==> config.mk <==
export PLATFORM = sky130hd
export DESIGN_NAME = ofdm_cp_inserter
export DESIGN_NICKNAME = d
export VERILOG_FILES = /design/src/rtl/ofdm_cp_inserter.sv
export SDC_FILE = /design/constraint.sdc
export NUM_CORES = 2
export LEC_CHECK = 0
export ABC_AREA = 1
export CAP_MARGIN = 25
export CELL_PAD_IN_SITES_DETAIL_PLACEMENT = 0
export CELL_PAD_IN_SITES_GLOBAL_PLACEMENT = 1
export CORE_ASPECT_RATIO = 0.75
export CORE_MARGIN = 2
export CORE_UTILIZATION = 45
export CTS_CLUSTER_DIAMETER = 40
export DETAILED_ROUTE_END_ITERATION = 7
export PLACE_DENSITY_LB_ADDON = 0.1
export SYNTH_ARGS = -nofsm -noshare
export SYNTH_HDL_FRONTEND = slang
export SYNTH_SLANG_ARGS = --single-unit
==> constraint.sdc <==
create_clock -name aclk -period 5.25 [get_ports aclk]
set_input_delay 0.525 -clock aclk [delete_from_list [all_inputs] [get_ports aclk]]
set_output_delay 0.525 -clock aclk [all_outputs]
set_load 0.005 [all_outputs]
==> src/rtl/ofdm_cp_inserter.sv <==
// Cyclic-prefix inserter for the OFDM transmit chain: buffers one IFFT symbol,
// then replays its tail as the prefix followed by the whole symbol.
module ofdm_cp_inserter #(
   parameter int DATA_W = 32,
   parameter int NFFT   = 64,
   parameter int CP_LEN = 16
) (
   input  logic              aclk,
   input  logic              areset,
   input  logic [DATA_W-1:0] S_AXIS_DATA_tdata,
   input  logic              S_AXIS_DATA_tvalid,
   input  logic              S_AXIS_DATA_tlast,
   output logic              S_AXIS_DATA_tready,
   output logic [DATA_W-1:0] M_AXIS_DATA_tdata,
   output logic              M_AXIS_DATA_tvalid,
   output logic              M_AXIS_DATA_tlast,
   input  logic              M_AXIS_DATA_tready,
   output logic              event_frame_started,
   output logic              event_tlast_missing,
   output logic              event_tlast_unexpected
);

   localparam int IDX_W = $clog2(NFFT);
   localparam logic [IDX_W-1:0] LAST_IDX = IDX_W'(NFFT - 1);
   localparam logic [IDX_W-1:0] CP_START = IDX_W'(NFFT - CP_LEN);

   typedef enum logic [1:0] {FILL, EMIT_CP, EMIT_BODY} state_t;

   state_t            state_q, state_d;
   logic [IDX_W-1:0]  wr_idx_q, wr_idx_d;
   logic [IDX_W-1:0]  rd_idx_q, rd_idx_d;
   logic              ev_start_q, ev_start_d;
   logic              ev_missing_q, ev_missing_d;
   logic              ev_unexp_q, ev_unexp_d;
   logic [DATA_W-1:0] mem_q [NFFT];
   logic              s_acc, m_acc;

   // Handshake outputs decode straight from the state register so that an
   // asynchronous reset drops tvalid and raises tready without a clock edge.
   assign S_AXIS_DATA_tready     = (state_q == FILL);
   assign M_AXIS_DATA_tvalid     = (state_q != FILL);
   assign M_AXIS_DATA_tdata      = mem_q[rd_idx_q];
   assign M_AXIS_DATA_tlast      = (state_q == EMIT_BODY) && (rd_idx_q == LAST_IDX);
   assign event_frame_started    = ev_start_q;
   assign event_tlast_missing    = ev_missing_q;
   assign event_tlast_unexpected = ev_unexp_q;

   assign s_acc = S_AXIS_DATA_tvalid && S_AXIS_DATA_tready;
   assign m_acc = M_AXIS_DATA_tvalid && M_AXIS_DATA_tready;

   always_comb begin
      state_d      = state_q;
      wr_idx_d     = wr_idx_q;
      rd_idx_d     = rd_idx_q;
      ev_start_d   = 1'b0;
      ev_missing_d = 1'b0;
      ev_unexp_d   = 1'b0;
      case (state_q)
         FILL: begin
            if (s_acc) begin
               ev_start_d = (wr_idx_q == '0);
               if (wr_idx_q == LAST_IDX) begin
                  // A missing tlast is reported but the symbol is still complete.
                  wr_idx_d     = '0;
                  ev_missing_d = !S_AXIS_DATA_tlast;
                  if (CP_LEN == 0) begin
                     rd_idx_d = '0;
                     state_d  = EMIT_BODY;
                  end else begin
                     rd_idx_d = CP_START;
                     state_d  = EMIT_CP;
                  end
               end else if (S_AXIS_DATA_tlast) begin
                  ev_unexp_d = 1'b1;
                  wr_idx_d   = '0;
               end else begin
                  wr_idx_d = wr_idx_q + 1'b1;
               end
            end
         end
         EMIT_CP: begin
            if (m_acc) begin
               if (rd_idx_q == LAST_IDX) begin
                  rd_idx_d = '0;
                  state_d  = EMIT_BODY;
               end else begin
                  rd_idx_d = rd_idx_q + 1'b1;
               end
            end
         end
         EMIT_BODY: begin
            if (m_acc) begin
               if (rd_idx_q == LAST_IDX) begin
                  rd_idx_d = '0;
                  state_d  = FILL;
               end else begin
                  rd_idx_d = rd_idx_q + 1'b1;
               end
            end
         end
         default: state_d = FILL;
      endcase
   end

   always_ff @(posedge aclk or posedge areset) begin
      if (areset) begin
         state_q      <= FILL;
         wr_idx_q     <= '0;
         rd_idx_q     <= '0;
         ev_start_q   <= 1'b0;
         ev_missing_q <= 1'b0;
         ev_unexp_q   <= 1'b0;
      end else begin
         state_q      <= state_d;
         wr_idx_q     <= wr_idx_d;
         rd_idx_q     <= rd_idx_d;
         ev_start_q   <= ev_start_d;
         ev_missing_q <= ev_missing_d;
         ev_unexp_q   <= ev_unexp_d;
      end
   end

   // Symbol buffer is deliberately not reset; stale contents are never read
   // before being overwritten by a fresh fill.
   always_ff @(posedge aclk) begin
      if (s_acc) mem_q[wr_idx_q] <= S_AXIS_DATA_tdata;
   end

endmodule

==> flow_metrics.py <==
metrics = {
    "run_status": {
        "status": "finished clean",
    },
    "cts": {
        "clk_pin_slew_ns": 0.06,
        "cts_made_buffers": 279,
        "cts-root-buf": "clkbuf_16",
        "clock_tree.buffer_depth": 4,
        "cts.repair_timing.setup_buffer_count": 0,
        "worstSkewPairLatency_ns": 0.88,
        "cts_tree": "yes",
        "cts_num_sinks": 2065,
        "htree_levels": 5,
    },
    "drt": {
        "drt_first_pass_iters": 6,
        "drt_iter0_drc": 6656,
        "wl_met1_um": 126000,
        "antenna_left": 0,
        "met2WireLength_um": 121000,
        "drt-total-wl_um": 271000,
        "vias": 58200,
        "vias_per_cell": 5.32,
        "drc": 0,
        "met3_length_um": 19500,
        "routedWlPerCell_um": 24.8,
        "routed.top_layer": "met4",
    },
    "place": {
        "pre_cts_slack_ns": 1.22,
        "io_buffers": 74,
        "gp_congestion": 0.823,
        "dp_hpwl_um": 142000,
        "dp.cells": 10500,
    },
    "global_route": {
        "grt_pass1_wl_um": 395000,
        "grt_max_degree": 191,
        "antenna_found_initial": 13,
        "grt_remaining_overflow": 0,
        "grt_use_total": 0.272,
        "grt_pass1_vias": 55000,
    },
    "logic_synthesis": {
        "avgSynthCellArea_um2": 11.0,
        "syn_inst": 8014,
        "synth_compound_area_frac": 0.0167,
        "synth_seq_area_share": 0.702,
        "synth.distinct_cells": 30,
        "synth_top_family_by_area": "simple AND/OR/NAND/NOR gates",
        "synthXorXnorAreaFrac": 0.0000992,
        "synth_area_um2": 88300,
        "synthAdderAreaFrac": 0.000850,
        "ys_warn_count": 0,
        "synthSimpleGateAreaFrac": 0.201,
        "ys_ff_latch": 2065,
        "syn_nets": 8057,
        "synth_mux_area_frac": 0,
    },
    "die": {
        "rows": 140,
        "fp.coreArea_um2": 195000,
        "fp.dieW_um": 515,
        "die_area_um2": 200000,
        "design.portCount": 75,
        "die_h_um": 388,
        "start_util": 0.454,
    },
    "final_layout": {
        "layout_commonest_cell": "edfxtp_1",
        "final_cell_mix": "2048 x edfxtp_1, 1946 x nand2_1, 1642 x nand3_1, 1268 x inv_1, 288 x clkbuf_16",
        "drive_gt1_frac": 0.0928,
        "final_nets": 8161,
        "syn2layout_area_growth_pct": 15.3,
        "fin_cells": 10900,
    },
    "timing": {
        "worst_pin_slew_ns": 1.08,
        "setup_ws_ns": 0.238,
        "hold_slack_ns": 0.0608,
        "finClkSkew_ns": 0.0323,
        "grt_setup_unrepaired": "no",
        "final.period_utilization": 0.955,
        "tns_ns": 0,
        "min_period_ns": 5.01,
        "setup_viol": 0,
        "slew_headroom": 0.279,
        "slew_violations": 0,
        "fmax_ghz": 0.200,
        "hold_viol": 0,
    },
    "worst_setup_path": {
        "r2r-end": "mem_q[19][24]",
        "path_depth": 12,
        "worst_setup_path_end_kind": "primary output",
        "path_max_fanout": 135,
        "arrival_ns": 4.49,
        "worstPathRequired_ns": 4.72,
        "worstSetupStartpointType": "flip-flop",
        "ff2ff_path_depth": 7,
        "path_cells": "inv_16 > buf_12 > buf_12 > nand2_1 > nand2_1 > nand2_1 > nand3_1 > nand3_1 > nand3_1 > nand3_1 > nand2_1 > clkdlybuf4s50_1",
        "timing_worst_setup_path_type": "reg2out",
        "max_stage_delay_ns": 0.62,
        "rr_startpoint": "state_q[0]",
        "critical-path-slowest-cell": "dfrtp_4",
        "crit_family": "buffers and inverters",
        "r2r_setup_slack_ns": 1.49,
        "critical_path_buf_inv_count": 4,
    },
    "power_and_ir_drop": {
        "leakage_nw": 39.9,
        "power.total_mw": 51.6,
        "p_per_area_nw_per_um2": 507,
        "ir_drop_v": 0.000545,
    },
    "worst_hold_path": {
        "worstHoldPathCells": 1,
        "hold-path-endpoint": "mem_q[55][1]",
        "hold_class": "in2reg",
        "hp-start": "S_AXIS_DATA_tdata[1]",
    },
    "job": {
        "maxCapViolCount": 0,
    },
}
[cell usage after synthesis (all sizes together)]
library cell,n,area share
nor3,4,0.00028
nor4,3,0.00021
o22ai,2,0.00014
nand4,1,0.000071
or2,256,0.018
clkbuf,110,0.0047
o21a,1,0.000085
dfrtp,17,0.0048
nand2,1946,0.083
a21oi,7,0.00040
a31oi,1,0.000071
nor2,149,0.0063
xor2,1,0.000099
nand3,1643,0.093
buf,341,0.021
ha,6,0.00085
inv,1275,0.054
edfxtp,2048,0.70
o21ai,43,0.0024
o211ai,160,0.014
[state kept, by name, indices dropped and copies added, names as in the netlist]
| name | flops |
|---|---|
| mem_q | 2048 |
| event_tlast_unexpected | 1 |
| event_tlast_missing | 1 |
| wr_idx_q | 6 |
| event_frame_started | 1 |
| state_q | 2 |
| rd_idx_q | 6 |
[layout make-up]
cell class / instances / area [um2]
Tap cell: 2627 / 3290
Multi-Input combinational cell: 4223 / 19800
Sequential cell: 2065 / 61900
Clock buffer: 316 / 7350
Timing Repair Buffer: 274 / 2730
Antenna cell: 2 / 5.00
Inverter: 1275 / 4830
Fill cell: 17000 / 92800
Clock inverter: 163 / 1850
[power breakdown]
part           switching (mW)  internal [mW]
Sequential              0.147           18.4
Clock                    7.23           11.8
Combinational            9.99           4.07
Total                    17.4           34.2
[cells by family (layout without fill, tap and decap cells)]
logic type / count (synthesis) / after routing
DFF: 2065 / 2065
other: 0 / 2
and+or+nand+nor: 4002 / 4002
xor gates and xnor gates: 1 / 1
AOI/OAI and AO/OA: 214 / 214
buffers and inverters: 1726 / 2028
adders and majority gates: 6 / 6
[how the worst max path moves through the flow]
stage	startpoint	endpoint	slack (ns)
CTS	rd_idx_q[0]	M_AXIS_DATA_tdata[3]	0.28
floorplan	state_q[0]	mem_q[14][0]	2.26
detailed placement	S_AXIS_DATA_tvalid	mem_q[19][22]	1.22
global placement	rd_idx_q[0]	M_AXIS_DATA_tdata[10]	1.23
global route	rd_idx_q[0]	M_AXIS_DATA_tdata[3]	0.05
finish	rd_idx_q[0]	M_AXIS_DATA_tdata[3]	0.24
[what timing repair did]
item                      4_1_cts  5_1_grt
hold endpoints to repair        1        3
gates resized for setup         0        0
hold buffers                    1        1
[metrics by stage]
stage | util | area [um2]
after global routing | 0.523 | 102000
final | 0.523 | 102000
after global placement | 0.475 | 92500
after CTS | 0.523 | 102000
after detailed placement | 0.475 | 92500
after floorplan | - | 88300
[routing by layer]
layer,up-vias,GRT usage
li1,27000,-
met1,28700,0.415
met2,2078,0.410
met3,396,0.0412
met4,0,0.0595
met5,-,0
Power figures use the tool's default switching activity.
